## src/rtl/mc_ctrl_pkg.sv

```systemverilog
// Shared encodings for the multi-cycle RV32I controller: FSM states, opcodes,
// ALU control codes and datapath select codes. HALT exists only with MCCTRL_ILLEGAL_HALT_EN.
package mc_ctrl_pkg;

   typedef enum logic [3:0] {
      S_FETCH    = 4'd0,
      S_DECODE   = 4'd1,
      S_MEMADR   = 4'd2,
      S_MEMREAD  = 4'd3,
      S_MEMWB    = 4'd4,
      S_MEMWRITE = 4'd5,
      S_EXECUTER = 4'd6,
      S_EXECUTEI = 4'd7,
      S_ALUWB    = 4'd8,
      S_BEQ      = 4'd9,
      S_JAL      = 4'd10
`ifdef MCCTRL_ILLEGAL_HALT_EN
      ,
      S_HALT     = 4'd11
`endif
   } state_e;

   localparam logic [6:0] OP_LW    = 7'b0000011;
   localparam logic [6:0] OP_SW    = 7'b0100011;
   localparam logic [6:0] OP_RTYPE = 7'b0110011;
   localparam logic [6:0] OP_ITYPE = 7'b0010011;
   localparam logic [6:0] OP_BEQ   = 7'b1100011;
   localparam logic [6:0] OP_JAL   = 7'b1101111;

   localparam logic [3:0] ALU_ADD = 4'b0000;
   localparam logic [3:0] ALU_SUB = 4'b0001;
   localparam logic [3:0] ALU_AND = 4'b0010;
   localparam logic [3:0] ALU_OR  = 4'b0011;
   localparam logic [3:0] ALU_XOR = 4'b0100;
   localparam logic [3:0] ALU_SLT = 4'b0101;

   localparam logic [1:0] ALUOP_ADD   = 2'b00;
   localparam logic [1:0] ALUOP_SUB   = 2'b01;
   localparam logic [1:0] ALUOP_FUNCT = 2'b10;

   localparam logic [1:0] RES_ALUOUT    = 2'b00;
   localparam logic [1:0] RES_DATA      = 2'b01;
   localparam logic [1:0] RES_ALURESULT = 2'b10;

   localparam logic [1:0] SRCA_PC    = 2'b00;
   localparam logic [1:0] SRCA_OLDPC = 2'b01;
   localparam logic [1:0] SRCA_RS1   = 2'b10;

   localparam logic [1:0] SRCB_RS2  = 2'b00;
   localparam logic [1:0] SRCB_IMM  = 2'b01;
   localparam logic [1:0] SRCB_FOUR = 2'b10;

   localparam logic [1:0] IMM_I = 2'b00;
   localparam logic [1:0] IMM_S = 2'b01;
   localparam logic [1:0] IMM_B = 2'b10;
   localparam logic [1:0] IMM_J = 2'b11;

   function automatic logic [1:0] imm_src_of(input logic [6:0] op);
      case (op)
         OP_SW:   imm_src_of = IMM_S;
         OP_BEQ:  imm_src_of = IMM_B;
         OP_JAL:  imm_src_of = IMM_J;
         default: imm_src_of = IMM_I;
      endcase
   endfunction

endpackage

```

## src/rtl/mc_alu_decoder.sv

```systemverilog
// Combinational ALU control decode shared with the single-cycle core encoding.
module mc_alu_decoder
   import mc_ctrl_pkg::*;
(
   input  logic [1:0] alu_op_i,
   input  logic [2:0] funct3_i,
   input  logic       funct7b5_i,
   input  logic       opb5_i,
   output logic [3:0] alu_control_o
);

   always_comb begin
      alu_control_o = ALU_ADD;
      case (alu_op_i)
         ALUOP_ADD: alu_control_o = ALU_ADD;
         ALUOP_SUB: alu_control_o = ALU_SUB;
         ALUOP_FUNCT: begin
            case (funct3_i)
               // Only R-type (op[5]=1) may subtract; addi ignores immediate bit 30.
               3'b000:  alu_control_o = (opb5_i & funct7b5_i) ? ALU_SUB : ALU_ADD;
               3'b010:  alu_control_o = ALU_SLT;
               3'b100:  alu_control_o = ALU_XOR;
               3'b110:  alu_control_o = ALU_OR;
               3'b111:  alu_control_o = ALU_AND;
               default: alu_control_o = ALU_ADD;
            endcase
         end
         default: alu_control_o = ALU_ADD;
      endcase
   end

endmodule

```

## src/rtl/multicycle_controller.sv

```systemverilog
// Multi-cycle RV32I control FSM driving datapath enables and mux selects.
// Build option: MCCTRL_ILLEGAL_HALT_EN parks the FSM in HALT on an unsupported opcode.
module multicycle_controller
   import mc_ctrl_pkg::*;
#(
   parameter bit RESET_PC_WRITE = 1'b0
) (
   input  logic       clk,
   input  logic       reset,
   input  logic [6:0] op,
   input  logic [2:0] funct3,
   input  logic       funct7b5,
   input  logic       zero,
   input  logic       mem_ready,
   output logic       PCWrite,
   output logic       AdrSrc,
   output logic       MemWrite,
   output logic       IRWrite,
   output logic       RegWrite,
   output logic [1:0] ResultSrc,
   output logic [1:0] ALUSrcA,
   output logic [1:0] ALUSrcB,
   output logic [1:0] ImmSrc,
   output logic [3:0] ALUControl,
   output logic       illegal
);

   state_e     state_q, state_d;
   logic       pcinit_q;
   logic       pc_update, branch, adr_src, mem_write, ir_write, reg_write, illegal_s;
   logic [1:0] result_src, src_a, src_b, alu_op;
   logic [3:0] alu_control;

   always_ff @(posedge clk or posedge reset) begin
      if (reset) begin
         state_q  <= S_FETCH;
         pcinit_q <= RESET_PC_WRITE;
      end else begin
         state_q  <= state_d;
         pcinit_q <= 1'b0;
      end
   end

   always_comb begin
      state_d    = state_q;
      pc_update  = 1'b0;
      branch     = 1'b0;
      adr_src    = 1'b0;
      mem_write  = 1'b0;
      ir_write   = 1'b0;
      reg_write  = 1'b0;
      illegal_s  = 1'b0;
      result_src = RES_ALUOUT;
      src_a      = SRCA_PC;
      src_b      = SRCB_RS2;
      alu_op     = ALUOP_ADD;
      case (state_q)
         S_FETCH: begin
            result_src = RES_ALURESULT;
            src_b      = SRCB_FOUR;
            ir_write   = mem_ready;
            pc_update  = mem_ready;
            if (mem_ready) state_d = S_DECODE;
         end
         S_DECODE: begin
            src_a = SRCA_OLDPC;
            src_b = SRCB_IMM;
            case (op)
               OP_LW, OP_SW: state_d = S_MEMADR;
               OP_RTYPE:     state_d = S_EXECUTER;
               OP_ITYPE:     state_d = S_EXECUTEI;
               OP_BEQ:       state_d = S_BEQ;
               OP_JAL:       state_d = S_JAL;
               default: begin
                  illegal_s = 1'b1;
`ifdef MCCTRL_ILLEGAL_HALT_EN
                  state_d   = S_HALT;
`else
                  state_d   = S_FETCH;
`endif
               end
            endcase
         end
         S_MEMADR: begin
            src_a   = SRCA_RS1;
            src_b   = SRCB_IMM;
            state_d = (op == OP_LW) ? S_MEMREAD : S_MEMWRITE;
         end
         S_MEMREAD: begin
            adr_src = 1'b1;
            if (mem_ready) state_d = S_MEMWB;
         end
         S_MEMWB: begin
            result_src = RES_DATA;
            reg_write  = 1'b1;
            state_d    = S_FETCH;
         end
         S_MEMWRITE: begin
            adr_src   = 1'b1;
            mem_write = 1'b1;
            if (mem_ready) state_d = S_FETCH;
         end
         S_EXECUTER: begin
            src_a   = SRCA_RS1;
            alu_op  = ALUOP_FUNCT;
            state_d = S_ALUWB;
         end
         S_EXECUTEI: begin
            src_a   = SRCA_RS1;
            src_b   = SRCB_IMM;
            alu_op  = ALUOP_FUNCT;
            state_d = S_ALUWB;
         end
         S_ALUWB: begin
            reg_write = 1'b1;
            state_d   = S_FETCH;
         end
         S_BEQ: begin
            src_a   = SRCA_RS1;
            alu_op  = ALUOP_SUB;
            branch  = 1'b1;
            state_d = S_FETCH;
         end
         S_JAL: begin
            src_a     = SRCA_OLDPC;
            src_b     = SRCB_FOUR;
            pc_update = 1'b1;
            state_d   = S_ALUWB;
         end
`ifdef MCCTRL_ILLEGAL_HALT_EN
         S_HALT: begin
            illegal_s = 1'b1;
            state_d   = S_HALT;
         end
`endif
         default: state_d = S_FETCH;
      endcase
      // Reset-vector reload cycle: PC load only, FETCH is held for one more cycle.
      if (pcinit_q) begin
         state_d    = S_FETCH;
         pc_update  = 1'b1;
         branch     = 1'b0;
         ir_write   = 1'b0;
         adr_src    = 1'b0;
         mem_write  = 1'b0;
         reg_write  = 1'b0;
         illegal_s  = 1'b0;
         result_src = RES_ALUOUT;
         src_a      = SRCA_PC;
         src_b      = SRCB_RS2;
         alu_op     = ALUOP_ADD;
      end
   end

   mc_alu_decoder u_alu_dec (
      .alu_op_i      (alu_op),
      .funct3_i      (funct3),
      .funct7b5_i    (funct7b5),
      .opb5_i        (op[5]),
      .alu_control_o (alu_control)
   );

   always_comb begin
      PCWrite    = 1'b0;
      AdrSrc     = 1'b0;
      MemWrite   = 1'b0;
      IRWrite    = 1'b0;
      RegWrite   = 1'b0;
      ResultSrc  = '0;
      ALUSrcA    = '0;
      ALUSrcB    = '0;
      ImmSrc     = '0;
      ALUControl = '0;
      illegal    = 1'b0;
      if (!reset) begin
         PCWrite    = pc_update | (branch & zero);
         AdrSrc     = adr_src;
         MemWrite   = mem_write;
         IRWrite    = ir_write;
         RegWrite   = reg_write;
         ResultSrc  = result_src;
         ALUSrcA    = src_a;
         ALUSrcB    = src_b;
         ImmSrc     = imm_src_of(op);
         ALUControl = alu_control;
         illegal    = illegal_s;
      end
   end

endmodule

```

## config.mk

```make
export PLATFORM = sky130hd
export DESIGN_NAME = multicycle_controller
export DESIGN_NICKNAME = d
export VERILOG_FILES = /design/src/rtl/mc_ctrl_pkg.sv /design/src/rtl/mc_alu_decoder.sv /design/src/rtl/multicycle_controller.sv
export SDC_FILE = /design/constraint.sdc
export NUM_CORES = 1
export LEC_CHECK = 0
export CORE_UTILIZATION = 44
export DETAILED_ROUTE_END_ITERATION = 6
export PLACE_DENSITY_LB_ADDON = 0.25
export SYNTH_ARGS = -nofsm -noshare
export SYNTH_HDL_FRONTEND = slang
export SYNTH_SLANG_ARGS = --single-unit
```

## constraint.sdc

```tcl
create_clock -name clk -period 3.87 [get_ports clk]
set_input_delay 0.5805 -clock clk [delete_from_list [all_inputs] [get_ports clk]]
set_output_delay 0.5805 -clock clk [all_outputs]
set_load 0.01 [all_outputs]
```

-- After elaboration in Yosys (flattened, before gate mapping)
Index checks and enable logic that the tools add are counted.
- add/sub/neg operators: 0
- multiply operators: 0
- div/mod/pow operators: 0
- $lt $le $gt $ge: 0
- equal/unequal tests: 25
- shifts and indexed selects: 0
- mux-type cells: 33
- bitwise logic cells: 3
- reductions and logical operators: 13
- operator list (cell ; count):
    one-hot mux 4 bit (5 select lines) ; 2
    one-hot mux 4 bit (6 select lines) ; 1
    == test 4 x 3 -> 1 bit (second input constant) ; 4
    two-way mux 4 bit ; 4
    one-hot mux 2 bit (2 select lines) ; 4
    == test 7 x 6 -> 1 bit (second input constant) ; 2
    == test 7 bit (second input constant) ; 2
    two-way mux 1 bit ; 14
    == test 4 bit (second input constant) ; 3
    OR reduction 2 bit ; 6
    == test 3 bit (second input constant) ; 3
    == test 4 x 2 -> 1 bit (second input constant) ; 2
    two-way mux 2 bit ; 4
    one-hot mux 4 bit (2 select lines) ; 1
    == test 7 x 2 -> 1 bit (second input constant) ; 1
    == test 7 x 5 -> 1 bit (second input constant) ; 1
    != test 2 bit (second input constant) ; 3
    one-hot mux 2 bit (3 select lines) ; 1
    OR reduction 3 bit ; 2
    OR reduction 6 bit ; 1
    == test 4 x 1 -> 1 bit (second input constant) ; 1
    zero test 4 bit ; 1
    OR reduction 4 bit ; 1
    == test 3 x 2 -> 1 bit (second input constant) ; 1
    other kinds (8) ; 9
- bits in registers: 4
- latch bits: 0
- RAM bits: 0
- memory bits (read-only): 0
- input bits: 15
- memories kept: 0

-- Longest topological paths before layout
Gate-level depths: netlist of the first run.
- depth after elaboration: 6
- gate-level depth with buffers: 7
- gate-level depth less buffers: 6

-- Cells and area by module
A second synthesis of the first run with hierarchy kept.
- cell total of the unflattened synthesis: 104
- area, all modules: 754.5 um^2
- modules (own cells, without submodules) (module ; instances ; cells an instance ; area an instance (um^2)):
    multicycle_controller ; 1 ; 90 ; 644.4
    mc_alu_decoder ; 1 ; 14 ; 110.1

-- Worst setup path after synthesis of the first run
OpenSTA, ideal clock, no wires.
- kind: input to output
- start point: input op[6]
- end point: output ImmSrc[0]
- arrival: 1.635 ns
- slack: 1.655 ns
- cell stages on the path: 2
- buffers on the path: 0
- cells stage by stage: or3_4 a2111oi_0
- word-level cells in the longest chain between the ends: 3
- ends and longest elaborated chain (item ; line ; text):
    start: declaration ; multicycle_controller.sv:10 ; input logic [6:0] op,
    == test 7 bit / == test 7 x 6 -> 1 bit (equally long branches) ; mc_ctrl_pkg.sv:59 ; case (op)
    one-hot mux 2 bit (3 select lines) (*) ; mc_ctrl_pkg.sv:59 ;
    two-way mux 2 bit (*) ; multicycle_controller.sv:175 ; if (!reset) begin
    end: declaration ; multicycle_controller.sv:23 ; output logic [1:0] ImmSrc,
Mark *: on every way between the ends. The rest lies on a longest branch, timed or not.

-- Worst setup path after layout of the first run
- start point: input op[2]
- end point: output ImmSrc[0]
Same word-level chain as after synthesis.

==> flow_summary.json, run 1 <==
{
  "run_status": "finished clean",
  "grt_usage": 0.223,
  "clk_latency_ns": 0.25,
  "final.setup.tns_ns": 0,
  "p_switching_w": 0.0000540,
  "endpoint_kind": "output port",
  "antenna_left": 0,
  "endpoint": "ImmSrc[0]",
  "p_clk_frac": 0.317,
  "layout-drive-gt1-share": 0.124,
  "fmax_mhz": 321,
  "synth_fp_nets": 116,
  "synth.avg_cell_area_um2": 7.29,
  "pwr-share-seq": 0.276,
  "ctsResizeCount": 0,
  "areaGrowthSynthToFinish_pct": 43.0,
  "dieArea_um2": 1810,
  "synth.lib_cells_used.distinct": 44,
  "required_ns": 3.29,
  "antenna_cells": 0,
  "viasPerCell": 5.72,
  "synth-xor-area-share": 0.0485,
  "wire_per_inst_um": 12.6,
  "io_buffers": 31,
  "finClkSkew_ns": 0.00856,
  "rsz0062_at_grt": "no",
  "hold_violations": 0,
  "post-route-period-util": 0.806,
  "postCtsHoldBufs": 0,
  "comb_power_share": 0.407,
  "cts_buffers": 3,
  "reg2reg_from": "state_q[3]",
  "dp_hpwl_um": 1400,
  "synth_top_family_by_area": "simple AND/OR/NAND/NOR gates",
  "yosys.area_share.simple": 0.456,
  "drtIter0Drc": 5,
  "cts_root_buf": "clkbuf_4",
  "grt_pass1_wl_um": 3040,
  "synth_compound_area_frac": 0.211,
  "hold_class": "reg2reg",
  "reg2regPathDepth": 4,
  "final-setup-viol-count": 0,
  "antenna_found_initial": 0,
  "r2r-end": "state_q[3]",
  "syn_inst": 99,
  "crit_path_start_kind": "primary input",
  "p_leak_nw": 0.407,
  "r2r_setup_slack_ns": 2.25,
  "arrival_ns": 2.54,
  "synth_area_um2": 722,
  "crit_start": "op[2]",
  "vias": 829,
  "design.core.area_um2": 1520,
  "grt_pass1_vias": 737,
  "die_h_um": 42.5,
  "seq_area_frac_synth": 0.139,
  "clock-sinks": 4,
  "post_cts_buffers": 0,
  "grt_overflow": 0,
  "muxShareOfSynthArea": 0,
  "synthAdderAreaFrac": 0.0347,
  "finalMaxSlewViolations": 0,
  "criticalPathCategory": "in2out",
  "cts_buffer_depth": 2,
  "internal_power_w": 0.000117,
  "firstDrtPassIters": 4,
  "fin_crit_ns": 3.12,
  "maxCapViolCount": 0,
  "swShare": 0.315,
  "holdWs_ns": 0.686,
  "layout_commonest_cell": "clkdlybuf4s50_1",
  "power.density_nw_per_um2": 166,
  "largest_reg_flops": 4,
  "ir_drop_mv": 0.0940,
  "regMostFlops": "state_q",
  "finalPower_w": 0.000171,
  "layout.nets": 148,
  "gp_congestion": 0.813,
  "ys.warnings.count": 0,
  "io_pins": 33,
  "tritoncts": "yes",
  "grt_max_degree": 16,
  "die_w_um": 42.5,
  "drcViolationCount": 0,
  "top_regs": "state_q: 4 flops",
  "final_cell_mix": "clkdlybuf4s50_1 (31), nand2_1 (12), nor2_1 (9)",
  "postRouteWirelength_um": 1830,
  "initial_core_util": 0.474,
  "cts.clk_slew.worst_paths_ns": 0.04,
  "synth.ff_latch_count": 4,
  "rows": 14,
  "crit_path_max_fanout": 6,
  "cts_htree_levels": 1
}
-- cells by family (layout without fill, tap and decap cells) --
family / after synthesis / after routing
AOI/OAI and AO/OA: 21 / 21
DFF: 4 / 4
and+or+nand+nor: 56 / 56
buffers and inverters: 11 / 41
adders and majority gates: 2 / 2
other: 1 / 1
xor gates and xnor gates: 4 / 4
-- through the flow --
stage                     instance area (um^2)  utilization  cells  setup slack, ns
after global placement                    1010        0.663    142            0.837
after floorplan                            722            -     99             1.66
final                                     1030        0.677    145            0.750
after CTS                                 1030        0.677    145            0.699
after detailed placement                  1010        0.663    142            0.732
after global routing                      1030        0.677    145            0.655
-- worst max-delay path: stages --
cell             delay [ns]
clkdlybuf4s50_1        0.50
or3_4                  0.42
a2111oi_0              0.42
clkdlybuf4s50_1        0.62
-- final cells by class --
class / count / area, um^2
multi-input cells: 84 / 546
fillers: 142 / 492
repair buffers: 33 / 325
flip-flops and latches: 4 / 100
clock buffers: 3 / 22.5
well taps: 16 / 20.0
inverters: 5 / 18.8
-- cells in the mapped netlist, drive strengths merged --
| cell | n | area share |
|---|---|---|
| nor3 | 3 | 0.021 |
| inv | 5 | 0.026 |
| a31oi | 2 | 0.017 |
| or4 | 1 | 0.016 |
| a2111oi | 2 | 0.024 |
| nor2 | 9 | 0.047 |
| a31o | 1 | 0.012 |
| and3 | 2 | 0.017 |
| nor4b | 2 | 0.024 |
| and2 | 2 | 0.019 |
| o21ai | 3 | 0.021 |
| o21bai | 1 | 0.010 |
| o211a | 1 | 0.014 |
| or2b | 2 | 0.024 |
| nand3 | 2 | 0.014 |
| or3b | 1 | 0.012 |
| buf | 2 | 0.017 |
| a211oi | 2 | 0.021 |
| nand2 | 12 | 0.062 |
| dfrtp | 4 | 0.14 |
| nor3b | 1 | 0.010 |
| conb | 1 | 0.0052 |
| or3 | 3 | 0.033 |
| nand3b | 1 | 0.010 |
| nand2b | 3 | 0.026 |
| ha | 2 | 0.035 |
| o22a | 1 | 0.014 |
| a21oi | 5 | 0.035 |
| a2111o | 1 | 0.016 |
| nor2b | 2 | 0.017 |
| and2b | 3 | 0.035 |
| and4 | 2 | 0.024 |
| o211ai | 1 | 0.017 |
| nor4 | 5 | 0.043 |
| clkbuf | 4 | 0.062 |
| xor2 | 2 | 0.024 |
| xnor2 | 2 | 0.024 |
| a21boi | 1 | 0.010 |
-- worst min-delay path by stage --
| stage | slack [ns] | from | cells after the start | endpoint |
|---|---|---|---|---|
| floorplan | 0.35 | reset | 1 | state_q[0] |
| global placement | 0.67 | state_q[2] | 2 | state_q[3] |
| detailed placement | 0.68 | state_q[2] | 2 | state_q[3] |
| CTS | 0.70 | state_q[2] | 2 | state_q[3] |
| global route | 0.74 | state_q[2] | 2 | state_q[3] |
| finish | 0.69 | state_q[2] | 2 | state_q[3] |
-- metal layers --
layer,vias to the layer above,share of wire,global-route usage
met5,-,0,0
li1,419,-,-
met1,371,0.43,0.262
met2,34,0.49,0.388
met3,5,0.051,0.0302
met4,0,0.024,0.113
-- power groups by stage --
stage | clock (W) | sequential (W) | combinational, W
after floorplan | 0 | 0.0000448 | 0.0000376
after CTS | 0.0000554 | 0.0000471 | 0.0000701
after global routing | 0.0000580 | 0.0000478 | 0.0000762
final | 0.0000543 | 0.0000472 | 0.0000696
after global placement | 0 | 0.0000474 | 0.0000685
after detailed placement | 0 | 0.0000476 | 0.0000698
(Power assumes the default switching activity.)
==> run 2, diff against run 1 <==
- CORE_UTILIZATION: 44 -> 41
- clock period: 3.87 -> 2.88 ns (I/O delays scaled with it)
==> run 2 against run 1 <==
- the run now ends with DRC left
- routed wire length grew 3.9%
- cell area grew 3.6%
- non-clock buffer count grew 5
- clock-buffer cell count is the same
- sequential share of layout area shrank 0.34 points
- sequential cell count is the same
- clock power grew 29%
- total power grew 35%
- combinational power grew 42%
- worst setup slack lost 0.61 ns
- clock skew shrank 0.0068 ns
- worst hold slack lost 0.11 ns
- critical path type unchanged
- critical endpoint unchanged
- largest cell class unchanged
==> flow_summary.json, run 2 (same netlist as run 1, synthesis figures left out) <==
{
  "wire_per_inst_um": 12.7,
  "antenna_left": 0,
  "postRouteWirelength_um": 1900,
  "final_cell_mix": "clkdlybuf4s50_1 (31), nand2_1 (12), nor2_1 (9), buf_4 (7)",
  "arrival_ns": 2.30,
  "final.setup.tns_ns": 0,
  "rsz0062_at_grt": "no",
  "ir_drop_mv": 0.155,
  "power.density_nw_per_um2": 216,
  "initial_core_util": 0.458,
  "grt_pass1_wl_um": 3190,
  "die_w_um": 44.0,
  "layout-drive-gt1-share": 0.157,
  "fin_crit_ns": 2.73,
  "rows": 14,
  "areaGrowthSynthToFinish_pct": 48.2,
  "clock-sinks": 4,
  "top_regs": "state_q: 4 flops",
  "seq_area_um2": 100,
  "post_cts_buffers": 0,
  "crit_path_max_fanout": 5,
  "required_ns": 2.45,
  "clk_latency_ns": 0.23,
  "cts_root_buf": "clkbuf_4",
  "top_usage_layer": "met2",
  "cts_buffers": 3,
  "regMostFlops": "state_q",
  "layout.nets": 153,
  "r2r_setup_slack_ns": 1.19,
  "cts.clk_slew.worst_paths_ns": 0.04,
  "vias": 833,
  "layout_commonest_cell": "clkdlybuf4s50_1",
  "grtUsageMet2": 0.349,
  "cts_htree_levels": 1,
  "design.core.area_um2": 1580,
  "grt.met1_usage": 0.299,
  "drcViolationCount": 1,
  "pre_cts_slack_ns": 0.160,
  "multi_input_area_um2": 546,
  "endpoint_kind": "output port",
  "firstDrtPassIters": 6,
  "tritoncts": "yes",
  "run_status": "finished with violations",
  "dieArea_um2": 1930,
  "fmax_mhz": 366,
  "io_buffers": 31,
  "grt_overflow": 0,
  "crit_path_start_kind": "primary input",
  "finClkSkew_ns": 0.00175,
  "hold_violations": 0,
  "antenna_cells": 0,
  "drtIter0Drc": 15,
  "violations": "DRC",
  "post-route-period-util": 0.950,
  "dp_hpwl_um": 1540,
  "io_pins": 33,
  "grtUsageMet3": 0,
  "fin_area_um2": 1070,
  "place_area_um2": 1050,
  "final-setup-viol-count": 0,
  "die_h_um": 44.0,
  "grt_max_degree": 16,
  "cts_buffer_depth": 2,
  "ctsResizeCount": 0,
  "maxCapViolCount": 0,
  "viasPerCell": 5.55,
  "antenna_found_initial": 0,
  "p_leak_nw": 0.431,
  "gp_congestion": 0.774,
  "postCtsHoldBufs": 0,
  "fillers": 147,
  "finalMaxSlewViolations": 0,
  "grt_usage": 0.214,
  "grt_pass1_vias": 765,
  "setup_ws_ns": 0.145,
  "reg2regPathDepth": 4,
  "hold_class": "in2async",
  "largest_reg_flops": 4,
  "criticalPathCategory": "in2out"
}
[run 2: cell count changes in the layout (fill, tap and decap cells not counted)]
cell / change
buf_4: +5
[run 2: worst max-delay path, cell delays in order]
cell and delay [ns]:
clkdlybuf4s50_1 0.48, or3_4 0.43, a2111oi_0 0.36, clkdlybuf4s50_1 0.61
[run 2: final timing paths]
check / from / endpoint
max: op[6] / ImmSrc[0]
min: reset / state_q[3]
max reg2reg: state_q[1] / state_q[3]
min reg2reg: state_q[3] / state_q[2]
max in group asynchronous: reset / state_q[0]
min in group clk: state_q[3] / state_q[2]
[run 2: through the flow]
stage                     instances  utilization  hold WS (ns)  power, W
after floorplan                  99            -         0.204  0.000111
after global placement          147        0.664         0.632  0.000161
after detailed placement        147        0.664         0.642  0.000162
after CTS                       150        0.679         0.575  0.000235
after global routing            150        0.679         0.617  0.000244
final                           150        0.679         0.577  0.000232
[run 2: final cells by class]
cell class	instances	share of cell area
clock buffer	3	0.0211
multi-input combinational	84	0.510
tap	16	0.0187
inverter	5	0.0175
timing repair buffer	38	0.339
sequential	4	0.0936
[run 2: layer usage]
layer / routed length [um] / share of wire
met5: 0 / 0
met3: 55 / 0.029
met4: 0 / 0
met1: 917 / 0.48
met2: 929 / 0.49
[run 2: report_power, final]
group / switching, W / total (W) / internal [W]
clock: 0.0000232 / 0.0000698 / 0.0000466
combinational: 0.0000426 / 0.0000988 / 0.0000562
sequential: 0.00000469 / 0.0000630 / 0.0000583
==> run 3, diff against run 2 <==
- CELL_PAD_IN_SITES_DETAIL_PLACEMENT: default -> 2
- CELL_PAD_IN_SITES_GLOBAL_PLACEMENT: default -> 2
- CORE_UTILIZATION: 41 -> 21
- HOLD_SLACK_MARGIN: default -> 0.12
==> run 3 against run 2 <==
- the run now ends clean
- routed wire length grew 44%
- final cell count grew 20%
- non-clock buffer count grew 2
- critical path depth grew 2
- sequential power shrank 5.4%
- core utilization shrank 32 points
- total power grew 4.3%
- combinational power grew 10%
- sequential share of layout area shrank 0.43 points
- largest cell class unchanged
==> flow_summary.json, run 3 (same netlist as run 1, synthesis figures left out) <==
{
  "holdWs_ns": 0.661,
  "run_status": "finished clean",
  "pre_cts_slack_ns": 0.0972,
  "antenna_cells": 0,
  "hold_violations": 0,
  "crit_path_start_kind": "flop",
  "ir_drop_mv": 0.0636,
  "clock-sinks": 4,
  "post-route-period-util": 0.934,
  "design.core.area_um2": 3150,
  "cts_root_buf": "clkbuf_4",
  "rsz0062_at_grt": "no",
  "initial_core_util": 0.229,
  "endpoint_kind": "output port",
  "criticalPathCategory": "reg2out",
  "finClkSkew_ns": 0.00173,
  "layout_commonest_cell": "clkdlybuf4s50_1",
  "reg2regPathDepth": 5,
  "clk_latency_ns": 0.24,
  "vias": 881,
  "tritoncts": "yes",
  "grt_max_degree": 16,
  "p_leak_nw": 0.442,
  "cts_htree_levels": 1,
  "largest_reg_flops": 4,
  "antenna_left": 0,
  "required_ns": 2.45,
  "fin_crit_ns": 2.69,
  "dp_hpwl_um": 2220,
  "cts.clk_slew.worst_paths_ns": 0.04,
  "final_cell_mix": "clkdlybuf4s50_1 (31), nand2_1 (12), nor2_1 (9), buf_4 (9)",
  "viasPerCell": 4.89,
  "crit_path_max_fanout": 7,
  "layout-drive-gt1-share": 0.169,
  "gp_congestion": 0.786,
  "grt_usage": 0.163,
  "rows": 20,
  "setup_ws_ns": 0.191,
  "cts_buffers": 3,
  "place_area_um2": 1100,
  "regMostFlops": "state_q",
  "layout.nets": 155,
  "fin_area_um2": 1120,
  "final.setup.tns_ns": 0,
  "dieArea_um2": 3680,
  "drtIter0Drc": 18,
  "hold_class": "reg2reg",
  "die_h_um": 60.6,
  "postRouteWirelength_um": 2730,
  "finalMaxSlewViolations": 0,
  "postCtsHoldBufs": 0,
  "io_pins": 33,
  "arrival_ns": 2.26,
  "firstDrtPassIters": 4,
  "finalPower_w": 0.000242,
  "cts_buffer_depth": 2,
  "fmax_mhz": 372,
  "areaGrowthSynthToFinish_pct": 55.3,
  "grt_overflow": 0,
  "die_w_um": 60.6,
  "wire_per_inst_um": 15.2,
  "power.density_nw_per_um2": 215,
  "drcViolationCount": 0,
  "hold_depth": 2,
  "maxCapViolCount": 0,
  "grt_pass1_vias": 935,
  "io_buffers": 31,
  "antenna_found_initial": 0,
  "top_regs": "state_q: 4 flops",
  "final-setup-viol-count": 0,
  "grt_pass1_wl_um": 4480
}
## run 3: worst paths after layout
path	start	end	slack [ns]
setup reg to reg	state_q[1]	state_q[3]	1.09
hold / removal	state_q[3]	state_q[0]	0.66
max in group asynchronous	reset	state_q[2]	1.95
setup / recovery	state_q[1]	ALUControl[2]	0.19
hold reg to reg	state_q[3]	state_q[0]	0.66
min in group asynchronous	reset	state_q[3]	0.77
## run 3: routing by layer
layer,vias to the layer above,GRT usage,share of wire
li1,434,-,-
met1,429,0.206,0.48
met2,15,0.298,0.50
met3,3,0.0149,0.022
met4,0,0.0390,0.0070
met5,-,0,0
## run 3: worst max-delay path, stage by stage (launching register included)
cell	delay (ns)
dfrtp_1	0.47
and2b_2	0.25
nand2_1	0.12
ha_1	0.32
nor2_1	0.10
and4_1	0.21
clkdlybuf4s50_1	0.54
## run 3: power breakdown
group	internal [W]	leakage, nW	total (W)	switching, W
Combinational	0.0000582	0.374	0.000109	0.0000512
Clock	0.0000468	0.0138	0.0000726	0.0000258
Sequential	0.0000583	0.0543	0.0000596	0.00000134
Total	0.000163	0.442	0.000242	0.0000783
## run 3: timing repair
item,in CTS,in global routing
setup buffers,0,0
setup endpoints to repair,0,1
resized for setup,0,1
## run 3: per-stage QoR
stage / instances / utilization
floorplan: 99 / -
global placement: 177 / 0.348
global route: 180 / 0.356
finish: 180 / 0.356
detailed placement: 177 / 0.348
CTS: 180 / 0.355
## run 3: cell type report
class                   instances  area (um^2)
fillers                       391         2030
multi-input cells              84          547
repair buffers                 40          378
flip-flops and latches          4          100
well taps                      44         55.1
clock buffers                   3         22.5
inverters                       5         18.8
